$ cat src/rtl/sseg_display_arbiter.sv
// sseg_display_arbiter
//   Shares one 4-digit seven-segment display between NREQ requesters.
//   Requesters are served round robin. An owner keeps the display for at
//   least HOLD_CYCLES while others contend. Between owners the display is
//   blanked for GAP_CYCLES cycles.
//
// Ports
//   clk        in   1        clock, rising edge
//   rst        in   1        asynchronous active-high reset
//   req        in   NREQ     level request per requester
//   data       in   16*NREQ  requester i digits at data[16*i +: 16], {d3,d2,d1,d0}
//   grant      out  NREQ     one-hot (or zero) current owner, registered
//   busy       out  1        high whenever the FSM is not IDLE
//   d3..d0     out  4 each   hex digits to the display driver, registered
//   state_dbg  out  2        current FSM state (0 IDLE, 1 OWN, 2 GAP)
//
// Handshake: req is a level. A requester owns the display while its grant
// bit is high. Dropping req releases the display at the next edge,
// whatever the remaining hold time.
module sseg_display_arbiter #(
    parameter int          NREQ        = 3,
    parameter int          HOLD_CYCLES = 8,
    parameter int          GAP_CYCLES  = 2,
    parameter logic [15:0] BLANK_VAL   = 16'h0000
) (
    input  logic              clk,
    input  logic              rst,
    input  logic [NREQ-1:0]   req,
    input  logic [16*NREQ-1:0] data,
    output logic [NREQ-1:0]   grant,
    output logic              busy,
    output logic [3:0]        d3,
    output logic [3:0]        d2,
    output logic [3:0]        d1,
    output logic [3:0]        d0,
    output logic [1:0]        state_dbg
);

    localparam int CMAX = (HOLD_CYCLES > GAP_CYCLES) ? HOLD_CYCLES : GAP_CYCLES;
    localparam int CW   = $clog2(CMAX + 1);
    localparam int LW   = (NREQ > 1) ? $clog2(NREQ) : 1;

    typedef enum logic [1:0] {
        IDLE = 2'd0,
        OWN  = 2'd1,
        GAP  = 2'd2
    } state_t;

    state_t          state_q, state_d;
    logic [LW-1:0]   owner_q, owner_d;
    logic [CW-1:0]   hold_q, hold_d;
    logic [CW-1:0]   gap_q, gap_d;
    logic [NREQ-1:0] grant_q, grant_d;
    logic [15:0]     digits_q, digits_d;

    logic [LW-1:0]   win;
    logic            win_found;
    logic [NREQ-1:0] owner_onehot;
    logic            others_req;

    // Round-robin pick: scan from owner+1 upward with wrap. The current
    // owner is examined last, so it only wins again when nobody else asks.
    always_comb begin
        win       = owner_q;
        win_found = 1'b0;
        for (int i = 1; i <= NREQ; i++) begin
            if (!win_found && req[(int'(owner_q) + i) % NREQ]) begin
                win       = LW'((int'(owner_q) + i) % NREQ);
                win_found = 1'b1;
            end
        end
    end

    assign owner_onehot = NREQ'(1) << owner_q;
    assign others_req   = |(req & ~owner_onehot);

    always_comb begin
        state_d  = state_q;
        owner_d  = owner_q;
        hold_d   = hold_q;
        gap_d    = gap_q;
        grant_d  = '0;
        digits_d = BLANK_VAL;
        case (state_q)
            IDLE: begin
                if (win_found) begin
                    state_d  = OWN;
                    owner_d  = win;
                    hold_d   = CW'(HOLD_CYCLES - 1);
                    grant_d  = NREQ'(1) << win;
                    digits_d = data[16*int'(win) +: 16];
                end
            end
            OWN: begin
                // An owner drop always forces the blank gap, even if other
                // requests are already waiting.
                if (!req[owner_q] || (hold_q == '0 && others_req)) begin
                    state_d = GAP;
                    gap_d   = CW'(GAP_CYCLES - 1);
                end else begin
                    grant_d  = owner_onehot;
                    digits_d = data[16*int'(owner_q) +: 16];
                    if (hold_q != '0) begin
                        hold_d = hold_q - CW'(1);
                    end
                end
            end
            GAP: begin
                if (gap_q != '0) begin
                    gap_d = gap_q - CW'(1);
                end else if (win_found) begin
                    state_d  = OWN;
                    owner_d  = win;
                    hold_d   = CW'(HOLD_CYCLES - 1);
                    grant_d  = NREQ'(1) << win;
                    digits_d = data[16*int'(win) +: 16];
                end else begin
                    state_d = IDLE;
                end
            end
            default: begin
                state_d = IDLE;
            end
        endcase
    end

    always_ff @(posedge clk or posedge rst) begin
        if (rst) begin
            state_q  <= IDLE;
            owner_q  <= LW'(NREQ - 1);
            hold_q   <= '0;
            gap_q    <= '0;
            grant_q  <= '0;
            digits_q <= BLANK_VAL;
        end else begin
            state_q  <= state_d;
            owner_q  <= owner_d;
            hold_q   <= hold_d;
            gap_q    <= gap_d;
            grant_q  <= grant_d;
            digits_q <= digits_d;
        end
    end

    assign grant            = grant_q;
    assign busy             = (state_q != IDLE);
    assign {d3, d2, d1, d0} = digits_q;
    assign state_dbg        = state_q;

endmodule

$ cat config.mk
export PLATFORM = sky130hd
export DESIGN_NAME = sseg_display_arbiter
export DESIGN_NICKNAME = d
export VERILOG_FILES = /design/src/rtl/sseg_display_arbiter.sv
export SDC_FILE = /design/constraint.sdc
export NUM_CORES = 1
export LEC_CHECK = 0
export CORE_AREA = 2 2 78 80
export DETAILED_ROUTE_END_ITERATION = 8
export DIE_AREA = 0 0 80 82
export HOLD_SLACK_MARGIN = 0.12
export PLACE_DENSITY_LB_ADDON = 0.25
export SETUP_SLACK_MARGIN = 0.2
export SLEW_MARGIN = 20
export SYNTH_ARGS = -nofsm -noshare
export SYNTH_HDL_FRONTEND = slang
export SYNTH_SLANG_ARGS = --single-unit
$ cat constraint.sdc
create_clock -name clk -period 3.5 [get_ports clk]
set_clock_uncertainty 0.1 [all_clocks]
set_input_delay 0.525 -clock clk [delete_from_list [all_inputs] [get_ports clk]]
set_output_delay 0.525 -clock clk [all_outputs]
set_load 0.1 [all_outputs]
* Word level (Yosys, flattened, before mapping)
Cells that the tools add are included. Widths: inputs -> output; s select.
Storage, ports and cells: register bits 31, input port bits 53, logic and storage cells 93, output and inout bits 22
Operators by class: div/mod/pow operators 3, bitwise logic cells 2, shifts and indexed selects 4, eq/ne operators 8, multiplexer cells 41, reductions and logical operators 20, $add $sub $neg 5, $lt $le $gt $ge 4
Operator list (number):
- $lt 32x4->1 const B | 3
- $mod 32x3->32 const B | 3
- $shiftx 48x7->16 | 2
- $mux 16 | 3
- $pmux 16 s3 | 1
- $mux 4 | 6
- $mux 2 | 8
- $ne 2x2->1 const B | 6
- $pmux 4 s3 | 1
- $mux 1 | 11
- $mux 3 | 3
- $pmux 3 s3 | 1
- $bmux 1 s2 | 4
- $pmux 4 s2 | 1
- $reduce_bool 4->1 | 2
- $sub 4x1->4 const B | 2
- $add 2x2->3 const B | 2
- $pmux 2 s3 | 1
- $reduce_and 3->1 | 2
- $reduce_bool 2->1 | 3
- $shl 1x2->3 const A | 2
- $logic_not 4->1 | 1
- $pmux 2 s2 | 1
- $reduce_and 4->1 | 1
- 13 further kinds | 17

* Logic depth before layout (Yosys ltp)
depth in word-level cells 16, mapped depth 12, mapped depth without buffers 8

* Worst setup path before layout
No wires, ideal clock.
kind reg2reg, from register owner_q[1], to register digits_q[13], arrival time 3.191 ns, path buffers 4, path slack 0.081 ns, stages on the path, launching flop included 13, required time 3.273 ns, cell sequence dfstp_2 -> buf_2 -> buf_1 -> inv_1 -> ha_1 -> buf_4 -> inv_1 -> mux2_2 -> a221oi_2 -> o2bb2ai_4 -> buf_12 -> mux2i_1 -> o211ai_2
Between the ends: cells in the longest elaborated chain, start to end 16, elaborated cells on any way between the ends 40, classes of those cells add/sub: 3; div: 3; shift: 3; mux: 21; bitwise: 2; reduce/logical: 8
Ends and longest elaborated chain:
- start: declaration | line 50 | logic [LW-1:0] owner_q, owner_d;
- start signal: assignment | line 130 | owner_q <= LW'(NREQ - 1);
- start signal: assignment | line 137 | owner_q <= owner_d;
- $add 2x1->3 | line 67, 68
- $mod 32x3->32 | line 67, 68
- $bmux 1 s2 | line 67 | if (!win_found && req[(int'(owner_q) + i) % NREQ]) begin
- $mux 1 (implied by the code) (2 in a row) | line 67
- $mux 1 | line 67
- $logic_not 1->1 | line 67
- $logic_and 1x1->1 | line 67
- $mux 1 | line 67
- $logic_not 1->1 | line 67
- $logic_and 1x1->1 | line 67
- $mux 2 | line 67
- $shiftx 48x7->16 | line 91, 116
- $mux 16 | line 86, 111
- $mux 16 | line 109 | if (gap_q != '0) begin
- $pmux 16 s3 * | line 84 | case (state_q)
- named net digits_d[13] | line 54 | logic [15:0] digits_q, digits_d;
- end signal: assignment | line 141 | digits_q <= digits_d;
- end: declaration | line 54
Mark *: on every way through the listed nets, which the timed path passes. The rest lies on a longest branch. The select of a mux whose other input is x is not followed. A chain may end at the register's enable or synchronous reset.

* Final worst setup path
from register owner_q[1], to register digits_q[15]
Same word-level chain as after synthesis.

==> results.md <==
- Status: finished, final reports clean
- Nets: slightly below 400
- Clock sinks: 31
- Most crowded layer after global routing: met2
- Pins Over Slew Limit: 0
- Commonest cells after routing, fill and taps aside: clkdlybuf4s50_1 (71), nand2_1 (42), mux2i_1 (36)
- Synth unique cells: 56
- Drt drc: 0
- Fin. Hold Viols: 0
- FF-to-FF Start: owner_q[1]
- Post-CTS setup buffers: 0
- Chip height: 82 um
- GRT overflow: 0
- Reg2reg path depth: 8
- Post-route insts no fill: about 410
- 1st-pass router iterations: 4
- Placed cell count: between 400 and 500
- CTS tree: built
- Critical-path top delay cell: o2bb2ai_4
- Post-synth top flop: dfrtp_1
- Max VDD drop: between 600 and 700 uV
- Cells after Synth: ~260
- Cell area after synthesis: about 2400 um^2
- Routed WL: 6510 um
- Period utilization: between 80% and 90%
- Core Box Area: about 5700 um^2
- Critical path arrival: approximately 3000 ps
- Unrepaired setup endpoints after global routing: false
- Slew @ Worst Pin: ~1000 ps
- Most common cell after layout, fill and taps aside: clkdlybuf4s50_1
- Final setup TNS: 0 ps
- CP Max Fanout: 21
- First-pass GRT wire length: 10800 um
- Clock root buffer: clkbuf_8
- LEAKAGE: 1.39 nW
- NetSw: ~0.0019 W
- Highest clock rate: 0.334 GHz
- Final min period: roughly 3000 ps
- Register share of total power: around 17%
- Path category of the worst min-delay check: register to register
- Asr flop ratio synth: 100%
- GRT met1 Usage: approximately 25%
- Tot GR Track Use: about a fifth
- Sw frac: between 50% and 60%
- Worst hold slack: approximately 410 ps
- Worst-case clock buffer depth: 2
- Power per cell area: roughly 1100 nW/um^2
- Crit start category: register
- Syn-to-layout area delta: 36.5%
- Clock group share of total power: 8.7%
- Register area share after synthesis: 32.2%
- Design Power: approximately 0.0035 W
- Die Wd: ~80 um
- Fraction of layout cells with a size suffix above 1: ~11%
- I/O pin total: 75
- GR Layer Usage met3: under 10%
- Number of port buffers: 74
- Post-DRT Antenna Nets: 0
- Hold depth: 1
- Initial Util: 42.0%
- CTS buffer count: 5
- Largest net degree at the start of global routing: 32
- Routability Congestion: around 0.82
- Initial antenna violation count: 0
- Slowest stage delay, CP: ~600 ps
- Int Power: 0.00155 W
- Via count: 2230
- Post-Place Setup Slack: about 390 ps
- Critical-path cell list: buf_4 > ha_1 > nor2b_1 > o22ai_1 > a221oi_2 > o2bb2ai_4 > mux2i_1 > o211ai_1
- Met2 GRT Util: between 30% and 40%
- DP HPWL: 4730 um
- Maxcap violations: 0
- Kind of critical path: register to register
- Flop2flop setup slack: 510 ps
- Hold path startpoint: gap_q[0]
- Critical path required time: about 3500 ps
- Avg WL per Cell: between 15 and 20 um
- Comb power frac: 74.7%
- CP Capture Type: register
- Slew headroom: between 30% and 40%
- Synthesis Warnings: 0
- Critical path origin: owner_q[1]
- Final setup fails: 0
- Clk Latency, worst-skew pair: 280 ps
- Vias in the first global route: approximately 2300
- Die area: roughly 6600 um^2
- Fill cells: 532
- Detailed Route Iter0 Violations: about 110
- Synthesized Nets: 325
- CTS H-tree lvls: 2
- Post-synth EDFFs: 0
- Clock-pin slew on the worst setup and hold paths: about 70 ps
- Vias per cell: 5.43
- Syn avg cell area: around 9.1 um^2
- Flip-flop and latch count after synthesis: 31
- Rows: 28
- Antenna Cells: 0
- Fin worst setup slack: around 500 ps
## cells in the mapped netlist, types with 2 or more instances
| library cell | instances | area (um^2) |
|---|---|---|
| a21oi_1 | 5 | 25.0 |
| o211ai_2 | 8 | 100 |
| o21a_1 | 2 | 15.0 |
| mux2i_1 | 36 | 360 |
| clkbuf_1 | 6 | 22.5 |
| a21o_1 | 2 | 15.0 |
| nor2_1 | 10 | 37.5 |
| ha_1 | 8 | 100 |
| inv_1 | 10 | 37.5 |
| xor2_1 | 2 | 17.5 |
| nand2b_1 | 3 | 18.8 |
| nand3_1 | 16 | 80.1 |
| nand2_1 | 42 | 158 |
| buf_2 | 3 | 15.0 |
| or3_1 | 2 | 12.5 |
| mux2_4 | 2 | 30.0 |
| dfrtp_1 | 30 | 751 |
| xnor2_1 | 2 | 17.5 |
| nor2b_1 | 4 | 25.0 |
| buf_4 | 3 | 22.5 |
| or2_0 | 2 | 12.5 |
| o211ai_1 | 7 | 52.6 |
| o21ai_0 | 24 | 120 |
| o22ai_1 | 2 | 12.5 |
| o21ai_1 | 2 | 10.0 |
## stage by stage
step           instance area [um^2]  util, %
2_1_floorplan                  2410        -
4_1_cts                        3280     57.1
3_5_place_dp                   3180     55.4
6_report                       3290     57.3
3_3_place_gp                   3180     55.4
5_1_grt                        3290     57.3
## state kept, by name (all words and copies together) (netlist names)
signal and flops:
gap_q 4, digits_q 16, owner_q 2, state_dbg 2, grant 3, hold_q 4
## final timing paths
check | end
worst min register to register | gap_q[0]
min in group asynchronous | digits_q[4]
worst min-delay path | gap_q[0]
worst max-delay path | digits_q[15]
worst max register to register | digits_q[15]
max in group asynchronous | owner_q[1]
## repair_timing
action,in CTS,in global routing
hold buffers,0,0
setup endpoints to repair,0,1
gates resized for setup,0,1
hold endpoints to repair,0,0
## power groups by stage
stage | clock network, W | registers, W | logic, W
2_1_floorplan | 0 | 0.00115 | 0.00154
3_3_place_gp | 0 | 0.000585 | 0.00257
3_5_place_dp | 0 | 0.000583 | 0.00259
4_1_cts | 0.000308 | 0.000581 | 0.00260
5_1_grt | 0.000328 | 0.000594 | 0.00279
6_report | 0.000303 | 0.000580 | 0.00260
## routing by layer
layer | routed length (um) | part of all wire, %
met2 | 3180 | 49
met4 | 131 | 2.0
met3 | 362 | 5.6
met5 | 0 | 0
met1 | 2840 | 44
## critical path, delay by kind of cell (launching register included)
kind	cells	cell delay [ps]
compound gates	4	1140
fa+ha+maj	1	320
buf+inv	1	350
flops	1	540
mux	1	280
simple gates	1	120
## final cells by class
cell class              count  area, um^2  share of cell area, %
multi-input cells         208        1510                   46.0
flip-flops and latches     31         777                   23.6
repair buffers             79         771                   23.4
clock buffers               8         100                   3.04
well taps                  75        93.8                   2.85
inverters                  10        37.5                   1.14
## logic make-up (layout without fill, tap and decap cells)
family | Yosys count | count (layout) | synth area share (%)
AOI/OAI and AO/OA | 67 | 67 | 21.8
buffers and inverters | 25 | 97 | 5.50
muxes | 39 | 39 | 16.6
DFF | 31 | 31 | 32.2
xor gates and xnor gates | 4 | 4 | 1.45
and+or+nand+nor | 90 | 90 | 18.2
adders and majority gates | 8 | 8 | 4.15
(Power assumes the default switching activity.)
